**src/rtl/dpram_pkg.sv**
```systemverilog
// Shared defaults and FSM state encoding for the dual-port RAM burst streamer.
package dpram_pkg;

  localparam int ADDR_W = 8;
  localparam int DAT_W  = 16;

  typedef enum logic [1:0] {
    ST_IDLE  = 2'd0,
    ST_READ  = 2'd1,
    ST_DRAIN = 2'd2
  } state_t;

endpackage

```
**src/rtl/dpram_skid_fifo.sv**
```systemverilog
// Two-entry output buffer for the streamer; push and pop may occur in the same cycle.
module dpram_skid_fifo #(
  parameter int DAT_W = 16
) (
  input  logic             clk,
  input  logic             rst_n,
  input  logic             flush,
  input  logic             push,
  input  logic [DAT_W-1:0] din,
  input  logic             pop,
  output logic [DAT_W-1:0] dout,
  output logic             full,
  output logic             empty
);

  logic [DAT_W-1:0] mem_q [2];
  logic             wptr_q, wptr_d;
  logic             rptr_q, rptr_d;
  logic [1:0]       cnt_q, cnt_d;
  logic             push_ok, pop_ok;

  assign full    = (cnt_q == 2'd2);
  assign empty   = (cnt_q == 2'd0);
  assign dout    = mem_q[rptr_q];
  assign pop_ok  = pop & ~empty;
  // A push into a full buffer is legal only when the head leaves in the same cycle.
  assign push_ok = push & (~full | pop_ok);

  always_comb begin
    wptr_d = wptr_q;
    rptr_d = rptr_q;
    cnt_d  = cnt_q;
    if (flush) begin
      wptr_d = 1'b0;
      rptr_d = 1'b0;
      cnt_d  = 2'd0;
    end else begin
      if (push_ok) wptr_d = ~wptr_q;
      if (pop_ok)  rptr_d = ~rptr_q;
      cnt_d = cnt_q + {1'b0, push_ok} - {1'b0, pop_ok};
    end
  end

  always_ff @(posedge clk or negedge rst_n) begin
    if (!rst_n) begin
      mem_q[0] <= '0;
      mem_q[1] <= '0;
      wptr_q   <= 1'b0;
      rptr_q   <= 1'b0;
      cnt_q    <= 2'd0;
    end else begin
      if (push_ok && !flush) mem_q[wptr_q] <= din;
      wptr_q <= wptr_d;
      rptr_q <= rptr_d;
      cnt_q  <= cnt_d;
    end
  end

endmodule

```
**src/rtl/dpram_streamer.sv**
```systemverilog
// Streams a burst of words from the second port of a dual-port RAM onto a ready/valid bus.
// Optional m_last output is built when DPRAM_STREAMER_LAST_EN is defined.
module dpram_streamer
  import dpram_pkg::*;
#(
  parameter int ADDR_W = dpram_pkg::ADDR_W,
  parameter int DAT_W  = dpram_pkg::DAT_W
) (
  input  logic              clk,
  input  logic              rst_n,
  input  logic              start,
  input  logic [ADDR_W-1:0] base_addr,
  input  logic [ADDR_W-1:0] length,
  input  logic              abort,
  output logic              busy,
  output logic              done,
  output logic [ADDR_W-1:0] ram_addr,
  output logic              ram_rd,
  input  logic [DAT_W-1:0]  ram_dat,
  output logic [DAT_W-1:0]  m_dat,
  output logic              m_valid,
`ifdef DPRAM_STREAMER_LAST_EN
  output logic              m_last,
`endif
  input  logic              m_ready
);

  localparam logic [ADDR_W-1:0] ONE = ADDR_W'(1);

  state_t            state_q, state_d;
  logic [ADDR_W-1:0] addr_q, addr_d;
  logic [ADDR_W-1:0] rd_cnt_q, rd_cnt_d;
  logic [ADDR_W-1:0] out_cnt_q, out_cnt_d;
  logic              infl_q, infl_d;
  logic              done_q, done_d;
  logic              pop;
  logic              fifo_full, fifo_empty;
  logic [1:0]        occ;
  logic [2:0]        eff_occ;

  assign pop      = m_valid & m_ready;
  assign occ      = fifo_full ? 2'd2 : {1'b0, ~fifo_empty};
  // Slots still committed after this cycle: a word leaving now frees room for a new read.
  assign eff_occ  = {1'b0, occ} + {2'b0, infl_q} - {2'b0, pop};
  assign ram_addr = addr_q;
  assign done     = done_q;
  assign m_valid  = ~fifo_empty;

`ifdef DPRAM_STREAMER_LAST_EN
  assign m_last = m_valid & (out_cnt_q == ONE);
`endif

  always_ff @(posedge clk or negedge rst_n) begin
    if (!rst_n) state_q <= ST_IDLE;
    else        state_q <= state_d;
  end

  always_comb begin
    state_d = state_q;
    if (abort) begin
      state_d = ST_IDLE;
    end else begin
      case (state_q)
        ST_IDLE:  if (start && length != '0)     state_d = ST_READ;
        ST_READ:  if (ram_rd && rd_cnt_q == ONE) state_d = ST_DRAIN;
        ST_DRAIN: if (pop && out_cnt_q == ONE)   state_d = ST_IDLE;
        default:                                 state_d = ST_IDLE;
      endcase
    end
  end

  always_comb begin
    busy   = (state_q != ST_IDLE);
    ram_rd = (state_q == ST_READ) && !abort && (eff_occ < 3'd2);
  end

  always_comb begin
    addr_d    = addr_q;
    rd_cnt_d  = rd_cnt_q;
    out_cnt_d = out_cnt_q;
    infl_d    = ram_rd;
    done_d    = 1'b0;
    if (abort) begin
      infl_d    = 1'b0;
      rd_cnt_d  = '0;
      out_cnt_d = '0;
    end else begin
      if (state_q == ST_IDLE && start) begin
        if (length != '0) begin
          addr_d    = base_addr;
          rd_cnt_d  = length;
          out_cnt_d = length;
        end else begin
          done_d = 1'b1;
        end
      end
      if (ram_rd) begin
        addr_d   = addr_q + ONE;
        rd_cnt_d = rd_cnt_q - ONE;
      end
      if (pop) begin
        out_cnt_d = out_cnt_q - ONE;
        if (state_q == ST_DRAIN && out_cnt_q == ONE) done_d = 1'b1;
      end
    end
  end

  always_ff @(posedge clk or negedge rst_n) begin
    if (!rst_n) begin
      addr_q    <= '0;
      rd_cnt_q  <= '0;
      out_cnt_q <= '0;
      infl_q    <= 1'b0;
      done_q    <= 1'b0;
    end else begin
      addr_q    <= addr_d;
      rd_cnt_q  <= rd_cnt_d;
      out_cnt_q <= out_cnt_d;
      infl_q    <= infl_d;
      done_q    <= done_d;
    end
  end

  // RAM data is valid the cycle after each read, so the in-flight flag is the push strobe.
  dpram_skid_fifo #(
    .DAT_W (DAT_W)
  ) u_fifo (
    .clk   (clk),
    .rst_n (rst_n),
    .flush (abort),
    .push  (infl_q),
    .din   (ram_dat),
    .pop   (pop),
    .dout  (m_dat),
    .full  (fifo_full),
    .empty (fifo_empty)
  );

endmodule
```
**config.mk**
```make
export PLATFORM = sky130hd
export DESIGN_NAME = dpram_streamer
export DESIGN_NICKNAME = d
export VERILOG_FILES = /design/src/rtl/dpram_pkg.sv /design/src/rtl/dpram_skid_fifo.sv /design/src/rtl/dpram_streamer.sv
export SDC_FILE = /design/constraint.sdc
export NUM_CORES = 1
export LEC_CHECK = 0
export CORE_ASPECT_RATIO = 1.25
export CORE_MARGIN = 2
export CORE_UTILIZATION = 40
export DETAILED_ROUTE_END_ITERATION = 7
export SLEW_MARGIN = 20
export SYNTH_ARGS = -nofsm -noshare
export SYNTH_HDL_FRONTEND = slang
export SYNTH_HIERARCHICAL = 1
export SYNTH_SLANG_ARGS = --single-unit
```
**constraint.sdc**
```tcl
create_clock -name clk -period 3.71 [get_ports clk]
set_clock_uncertainty 0.1 [all_clocks]
set_input_delay 0.371 -clock clk [delete_from_list [all_inputs] [get_ports clk]]
set_output_delay 0.371 -clock clk [all_outputs]
set_load 0.05 [all_outputs]
```
==> impl_metrics.toml, run 1 <==
[place]
place_area_um2 = 4170
hpwl_um = 5040
placedCellCount = 449
gp_congestion = 0.860
port_buffers = 64

[setup_path]
path_cells = "nor2_1 > nand2b_1 > clkinv_1 > and2_1 > fa_1 > xnor2_2 > nand3_2 > inv_2 > buf_12"
cp_data_required_time_ns = 3.24
critPathKind = "register to output port"
cpMaxStageDelayCell = "fa_1"
r2r_start = "u_fifo/cnt_q[1]"
max_stage_delay_ns = 0.46
worstPathMaxFanout = 10
cp-end-kind = "output port"
cp-start-kind = "register"
crit_arrival_ns = 2.88
cp_num_buf_inv = 3
regToRegEndpoint = "ram_addr[3]"
rr_worst_depth = 10
crit_family = "simple AND/OR/NAND/NOR gates"
reg2reg_slack_ns = 0.77

[floorplan]
die_w_um = 86.7
core_um2 = 8290
initial_utilization = 0.413
io_pins = 65
rows = 37
dieArea_um2 = 9320
die_h_um = 107

[power_and_ir_drop]
totalPowerFinal_mw = 3.27
p_int_mw = 2.01
sequentialPowerShare = 0.335
ir_drop_mv = 0.329
switching_share = 0.385
p_sw_mw = 1.26
power_density_nw_per_um2 = 736
p_clk_frac = 0.231
p_leak_nw = 1.91
pwr-share-comb = 0.434

[grt]
gr-total-overflow = 0
grt_max_degree = 34
grt_pass1_vias = 2628
grt_util_all_layers = 0.166
antenna_found_initial = 0
grt_pass1_wl_um = 12200

[clocking]
clock-sinks = 64
cts_root_buffer = "clkbuf_8"
cts.clk_slew.worst_paths_ns = 0.07
cts.htree.levels = 3
cts_tree = "built"
cts_buffers = 9
clk_path_buf_depth = 2
cts_setup_buffers = 0
clk_latency_ns = 0.34

[run_status]
outcome = "complete, no violations"

[finish]
antenna_cells = 0
nFillCells = 761
multiInputGateArea_um2 = 1730
area_growth_pct = 29.7
fin_area_um2 = 4440
layout-drive-gt1-share = 0.244
num-nets-final = 408
seqCellArea_um2 = 1600
final_cells = 466

[timing]
fmax_ghz = 0.298
maxSlewHeadroom = 0.492
worst-slew-pin-transition_ns = 0.762
final.period_utilization = 0.904
setup_viol = 0
whs_ns = 0.405
rsz0062_at_grt = "no"
tns_ns = 0
finalHoldViolCount = 0
maxSlewViolCount = 0
fin_crit_ns = 3.35

[synthesis]
ys_warn_count = 6
ys.flop_type = "dfrtp_1"
syn_area_um2 = 3420
netlist-cell-type-count = 60
postSynthAreaPerCell_um2 = 11.8
async_reset_ff_frac = 1.00
yosys_register_bits = 64
syn-num-nets = 335
syn_inst = 291
synth_seq_area_share = 0.468
synth-edff-count = 0

[drt]
routed_wire_length_per_instance_um = 15.4
first_iter_violations = 82
via_per_inst = 5.47
routed_wl_um = 7160
vias = 2547
antenna_left = 0
drc = 0
first_pass_iters = 4

[hold_path]
min_path_cells = 1
hold_path_class = "register to register"
hp-start = "u_fifo/mem_q[15]"
min_to = "u_fifo/mem_q[15]"

[job]
max_cap_violations = 0
==> Yosys cell counts, drive strengths merged, types with 2 or more instances <==
cell / number / area (um^2)
nor2b: 5 / 31.3
a221o: 4 / 40.0
nor2: 15 / 56.3
o22ai: 3 / 18.8
o31ai: 2 / 15.0
or2: 2 / 12.5
a311oi: 4 / 35.0
nand3: 4 / 25.0
or4: 6 / 56.3
nor3b: 3 / 27.5
o21ai: 15 / 82.6
a211oi: 5 / 37.5
and4: 2 / 17.5
mux2: 49 / 586
nand4: 4 / 25.0
dfrtp: 64 / 1600
nand2: 15 / 56.3
nor4: 6 / 67.6
nor3: 8 / 45.0
xnor2: 4 / 35.0
ha: 6 / 75.1
o211ai: 3 / 22.5
a21oi: 5 / 25.0
a32oi: 2 / 17.5
nand2b: 6 / 37.5
clkbuf: 2 / 7.51
and2: 2 / 12.5
buf: 6 / 50.0
inv: 10 / 37.5
and3: 4 / 25.0
xor2: 5 / 43.8
a21o: 3 / 22.5
or4b: 2 / 20.0
==> cells in the final DEF, fill, tap and decap left out, types with 3 or more instances in the layout <==
cell / n
clkbuf_8: 10
or4_1: 3
xor2_1: 5
mux2_4: 9
inv_1: 9
clkdlybuf4s50_1: 62
buf_4: 5
nand2b_1: 6
nand3_1: 3
nor2_1: 15
dfrtp_1: 64
nor4_1: 4
nor3_1: 7
a311oi_1: 4
ha_1: 6
nor2b_1: 5
nand4_1: 4
xnor2_1: 3
a21o_1: 3
a221o_1: 4
o211ai_1: 3
nand2_1: 15
a21oi_1: 5
or4_4: 3
o21ai_0: 13
a211oi_1: 5
mux2_2: 40
bufinv_16: 3
and3_1: 4
o22ai_1: 3
==> layout make-up <==
cell class,count,area share
multi-input combinational,208,0.390
sequential,64,0.361
timing repair buffer,70,0.156
clock buffer,10,0.0310
tap,97,0.0273
clock inverter,6,0.0259
inverter,11,0.00930
==> metrics by stage <==
stage | util | setup slack, ns
4_1_cts | 0.535 | 0.238
3_5_place_dp | 0.503 | 0.434
5_1_grt | 0.536 | 0.107
2_1_floorplan | - | 0.716
3_3_place_gp | 0.503 | 0.491
6_report | 0.536 | 0.358
==> worst reg2reg max path, delay by kind of cell, from the launching register on <==
family / cells / cell delay, ns
XOR/XNOR: 1 / 0.24
adder cells (fa/ha/maj): 1 / 0.46
buffers and inverters: 2 / 0.34
flip-flops: 1 / 0.43
AND/OR/NAND/NOR: 6 / 1.29
==> cells by family after synthesis <==
group,after synthesis,share of synthesized area
and+or+nand+nor,89,0.169
xor gates and xnor gates,9,0.0230
DFF,64,0.468
muxes,49,0.171
adders and majority gates,7,0.0278
AOI/OAI and AO/OA,54,0.113
buffers and inverters,19,0.0289
==> flip-flops by register name, indices dropped and copies added, names as in the netlist <==
name	flops
u_fifo/mem_q	32
out_cnt_q	8
ram_addr	8
rd_cnt_q	8
state_q	2
u_fifo/cnt_q	2
done	1
infl_q	1
u_fifo/rptr_q	1
u_fifo/wptr_q	1
==> power groups by stage <==
stage          clock (mW)  sequential (mW)  combinational (mW)
3_3_place_gp            0             1.09                1.42
5_1_grt             0.805             1.13                1.52
6_report            0.755             1.09                1.42
3_5_place_dp            0             1.10                1.43
4_1_cts             0.772             1.09                1.43
2_1_floorplan           0             1.19               0.905
==> worst max path at each step <==
| stage | from | end | slack [ns] | depth (start not counted) |
|---|---|---|---|---|
| 6_report | u_fifo/cnt_q[1] | ram_rd | 0.36 | 9 |
| 5_1_grt | u_fifo/cnt_q[1] | ram_rd | 0.11 | 9 |
| 4_1_cts | u_fifo/cnt_q[0] | ram_rd | 0.24 | 9 |
| 3_5_place_dp | m_ready | ram_rd | 0.43 | 9 |
| 3_3_place_gp | m_ready | ram_rd | 0.49 | 9 |
| 2_1_floorplan | u_fifo/cnt_q[0] | ram_addr[3] | 0.72 | 10 |
==> what timing repair did <==
action / in CTS / in global routing
resized for setup: 0 / 1
endpoints found under the hold margin: 10 / 0
endpoints found under the setup margin: 0 / 1
hold buffers: 1 / 0
==> layer usage <==
layer | track usage | share of wire | up-vias
met5 | 0 | 0 | -
met4 | 0.0469 | 0.010 | 0
met3 | 0.0399 | 0.047 | 8
met1 | 0.222 | 0.47 | 1242
li1 | - | - | 1236
met2 | 0.266 | 0.47 | 61
Power figures use the tool's default switching activity.
==> run 2: changes to the inputs <==
--- a/constraint.sdc
+++ b/constraint.sdc
@@ -3,3 +3,3 @@
 set_input_delay 0.371 -clock clk [delete_from_list [all_inputs] [get_ports clk]]
 set_output_delay 0.371 -clock clk [all_outputs]
-set_load 0.05 [all_outputs]
+set_load 0.01 [all_outputs]
==> run 2 against run 1 <==
Compared with the run above: wire length is 1.8% higher; register-to-register slack improved by 0.11 ns; final area is 1.8% lower; via count decreased by 0.16%; combinational power is 29% lower; cell count is 0.21% higher; die area unchanged; critical path depth unchanged; clock-buffer cell count is the same; worst setup slack lost 0.075 ns; global-route usage grew 0.36 points.
==> impl_metrics.toml, run 2 (synthesized netlist as in run 1, its figures left out) <==
[run_status]
outcome = "complete, no violations"

[power_and_ir_drop]
power_density_nw_per_um2 = 605
totalPowerFinal_mw = 2.64
p_leak_nw = 1.88
ir_drop_mv = 0.244

[job]
max_cap_violations = 0

[drt]
antenna_left = 0
drc = 0
routed_wl_um = 7290
first_pass_iters = 4
first_iter_violations = 87
vias = 2543
routed_wire_length_per_instance_um = 15.6
via_per_inst = 5.45

[hold_path]
hold_path_class = "input pin to async pin"

[floorplan]
dieArea_um2 = 9320
io_pins = 65
die_w_um = 86.7
core_um2 = 8290
initial_utilization = 0.413
rows = 37
die_h_um = 107

[setup_path]
cpMaxStageDelayCell = "clkdlybuf4s50_1"
critical_path.startpoint = "u_fifo/cnt_q[0]"
r2r_start = "u_fifo/cnt_q[0]"
worstPathMaxFanout = 8
cp-end-kind = "output port"
rr_worst_depth = 9
critPathKind = "register to output port"
reg2reg_slack_ns = 0.88
cp_data_required_time_ns = 3.24
max_stage_delay_ns = 0.55
crit_family = "buffers and inverters"
crit_arrival_ns = 2.96
path_cells = "nor2_1 > nand2b_2 > clkinv_1 > and2_1 > fa_1 > xnor2_2 > nand3_2 > inv_2 > clkdlybuf4s50_1"
cp.depth = 9
regToRegEndpoint = "ram_addr[7]"
cp-start-kind = "register"
critPathCapture = "ram_rd"
cp_num_buf_inv = 3

[clocking]
cts.clk_slew.worst_paths_ns = 0.07
cts_buffers = 9
clk_path_buf_depth = 2
clock-sinks = 64
cts_tree = "built"
clk_latency_ns = 0.34
cts_root_buffer = "clkbuf_8"
cts_setup_buffers = 0
cts.htree.levels = 3

[place]
hpwl_um = 5230
gp_congestion = 0.841
port_buffers = 64
placedCellCount = 451

[timing]
whs_ns = 0.0111
setup_viol = 0
worst-slew-pin-transition_ns = 0.804
maxSlewHeadroom = 0.464
fmax_ghz = 0.292
fin_crit_ns = 3.43
finalHoldViolCount = 0
tns_ns = 0
final.period_utilization = 0.924
maxSlewViolCount = 0
rsz0062_at_grt = "no"

[finish]
layout_common_cells = "64 x dfrtp_1, 63 x clkdlybuf4s50_1, 40 x mux2_2"
antenna_cells = 0
final_cells = 467
largest_register_ffs = 32
regMostFlops = "u_fifo/mem_q"
area_growth_pct = 27.4
layout-drive-gt1-share = 0.251
final_util = 0.526
layout_commonest_cell = "dfrtp_1"
num-nets-final = 409

[grt]
grt_util_all_layers = 0.169
antenna_found_initial = 0
grt_max_degree = 37
gr-total-overflow = 0
grt_pass1_wl_um = 12400
grt_pass1_vias = 2541
run 2: worst min-delay path by stage:
stage | to | depth (start not counted)
2_1_floorplan | done | 0
3_3_place_gp | u_fifo/mem_q[19] | 1
3_5_place_dp | u_fifo/mem_q[7] | 1
4_1_cts | u_fifo/mem_q[18] | 1
5_1_grt | u_fifo/mem_q[18] | 1
6_report | u_fifo/mem_q[18] | 1
run 2: cell type report:
cell class | instances | area [um^2]
fill | 725 | 3930
multi-input combinational | 208 | 1730
sequential | 64 | 1600
timing repair buffer | 71 | 688
clock buffer | 10 | 138
tap | 97 | 121
inverter | 11 | 41.3
clock inverter | 6 | 35.0
run 2: layer usage:
layer  wire [um]  vias up  track usage
li1            -     1232            -
met1        3470     1243        0.226
met4          80        0       0.0681
met5           0        -            0
met3         314        9       0.0376
met2        3430       59        0.265
run 2: power breakdown:
part / internal (mW) / switching, mW / leakage, nW
logic: 0.617 / 0.394 / 0.984
clock network: 0.255 / 0.276 / 0.0878
registers: 0.926 / 0.168 / 0.804
run 2: per-stage QoR:
step           setup slack (ns)  instance area (um^2)
6_report                  0.283                  4360
5_1_grt                  0.0266                  4360
4_1_cts                  0.0466                  4350
3_5_place_dp              0.241                  4170
3_3_place_gp              0.317                  4170
2_1_floorplan             0.879                  3420
run 2: timing repair:
action	in CTS	in global routing
endpoints found under the hold margin	0	0
hold buffers	0	0
resized for setup	0	3
setup endpoints to repair	0	1
==> run 3: changes to the inputs <==
Settings changed: DONT_BUFFER_PORTS set to 1.
==> run 3 against run 2 <==
Compared with the run above: first-iteration DRC count decreased by 26%; combinational power decreased by 31%; fmax increased by 4.9%; sequential power is essentially flat; largest cell class unchanged; largest power group unchanged.
==> impl_metrics.toml, run 3 (synthesized netlist as in run 1, its figures left out) <==
[setup_path]
critPathKind = "register to output port"
reg2reg_slack_ns = 0.70
cp-start-kind = "register"
critical_path.startpoint = "u_fifo/cnt_q[0]"
r2r_start = "u_fifo/cnt_q[0]"
crit_arrival_ns = 2.80
cp-end-kind = "output port"
cp_data_required_time_ns = 3.24
worstPathMaxFanout = 10
rr_worst_depth = 10
regToRegEndpoint = "ram_addr[3]"

[grt]
grt_pass1_vias = 2377
grt_util_all_layers = 0.160
grt_max_degree = 65
grt_pass1_wl_um = 11600
gr-total-overflow = 0
antenna_found_initial = 0

[floorplan]
rows = 37
core_um2 = 8290
dieArea_um2 = 9320
die_h_um = 107
die_w_um = 86.7
io_pins = 65
initial_utilization = 0.413

[hold_path]
min_to = "done"
hp-start = "abort"
hold_path_class = "input pin to register"
min_path_cells = 1

[power_and_ir_drop]
totalPowerFinal_mw = 2.44
p_leak_nw = 1.64
power_density_nw_per_um2 = 648
ir_drop_mv = 0.273

[timing]
fin_crit_ns = 3.27
whs_ns = 0.0226
fmax_ghz = 0.306
maxSlewHeadroom = 0.485
setup_viol = 0
tns_ns = 0
finalHoldViolCount = 0
rsz0062_at_grt = "no"
maxSlewViolCount = 0
final.period_utilization = 0.880
worst-slew-pin-transition_ns = 0.772

[finish]
antenna_cells = 0
final_util = 0.454
largest_register_ffs = 32
layout-drive-gt1-share = 0.282
layout_commonest_cell = "dfrtp_1"
area_growth_pct = 9.95
num-nets-final = 344
layout_common_cells = "64 x dfrtp_1, 40 x mux2_2, 15 x nand2_1, 15 x nor2_1, 13 x o21ai_0"
regMostFlops = "u_fifo/mem_q"

[clocking]
cts_setup_buffers = 0
cts_root_buffer = "clkbuf_8"
clk_latency_ns = 0.34
cts_tree = "built"
clock-sinks = 64
cts.clk_slew.worst_paths_ns = 0.07
clk_path_buf_depth = 2
cts_buffers = 9
cts.htree.levels = 3

[drt]
first_iter_violations = 64
vias = 2272
first_pass_iters = 4
routed_wl_um = 7120
via_per_inst = 5.65
routed_wire_length_per_instance_um = 17.7
antenna_left = 0
drc = 0

[place]
port_buffers = 0
gp_congestion = 0.779
hpwl_um = 4810

[run_status]
outcome = "complete, no violations"

[job]
max_cap_violations = 0
-- run 3: worst max path at each step --
stage                  endpoint  slack [ns]  depth (start not counted)
floorplan           rd_cnt_q[7]        0.88                          9
global placement    ram_addr[3]        0.83                         10
detailed placement  ram_addr[3]        0.73                         10
CTS                      ram_rd        0.42                          8
global route             ram_rd        0.19                          8
finish                   ram_rd        0.44                          8
-- run 3: report_power, final --
part | switching (mW) | total [mW] | internal [mW]
clock | 0.283 | 0.628 | 0.345
sequential | 0.190 | 1.12 | 0.926
combinational | 0.324 | 0.694 | 0.370
total | 0.798 | 2.44 | 1.64
-- run 3: repair_timing --
item                                    4_1_cts  5_1_grt
hold endpoints to repair                     66        0
endpoints found under the setup margin        0        0
resized for setup                             0        0
hold buffers                                  3        0
-- run 3: cell type report --
type | instances | area [um^2]
clock buffers | 11 | 151
clock inverters | 5 | 55.1
fillers | 782 | 4520
inverters | 11 | 41.3
multi-input cells | 208 | 1720
flip-flops and latches | 64 | 1600
well taps | 97 | 121
repair buffers | 6 | 70.1
-- run 3: through the flow --
step,worst slack [ns],cells,area (um^2)
after floorplan,0.879,291,3420
after global placement,0.832,383,3510
after detailed placement,0.731,383,3510
after CTS,0.424,402,3760
after global routing,0.188,402,3760
final,0.444,402,3760
-- run 3: worst max-delay path, stage by stage (launching register included) --
cell and delay [ns]:
dfrtp_1 0.44, nor2_1 0.18, nand2b_1 0.29, clkinv_1 0.12
and2_1 0.18, fa_1 0.43, xnor2_1 0.34, nand3_2 0.28
inv_2 0.21
-- run 3: per-layer routing --
layer  vias up  routed length (um)  GRT usage  part of all wire
met5         -                   0          0                 0
met4         0                 122     0.0592             0.017
met3        11                 557     0.0506             0.078
met2        66                3270      0.254              0.46
met1      1101                3170      0.202              0.45
li1       1094                   -          -                 -
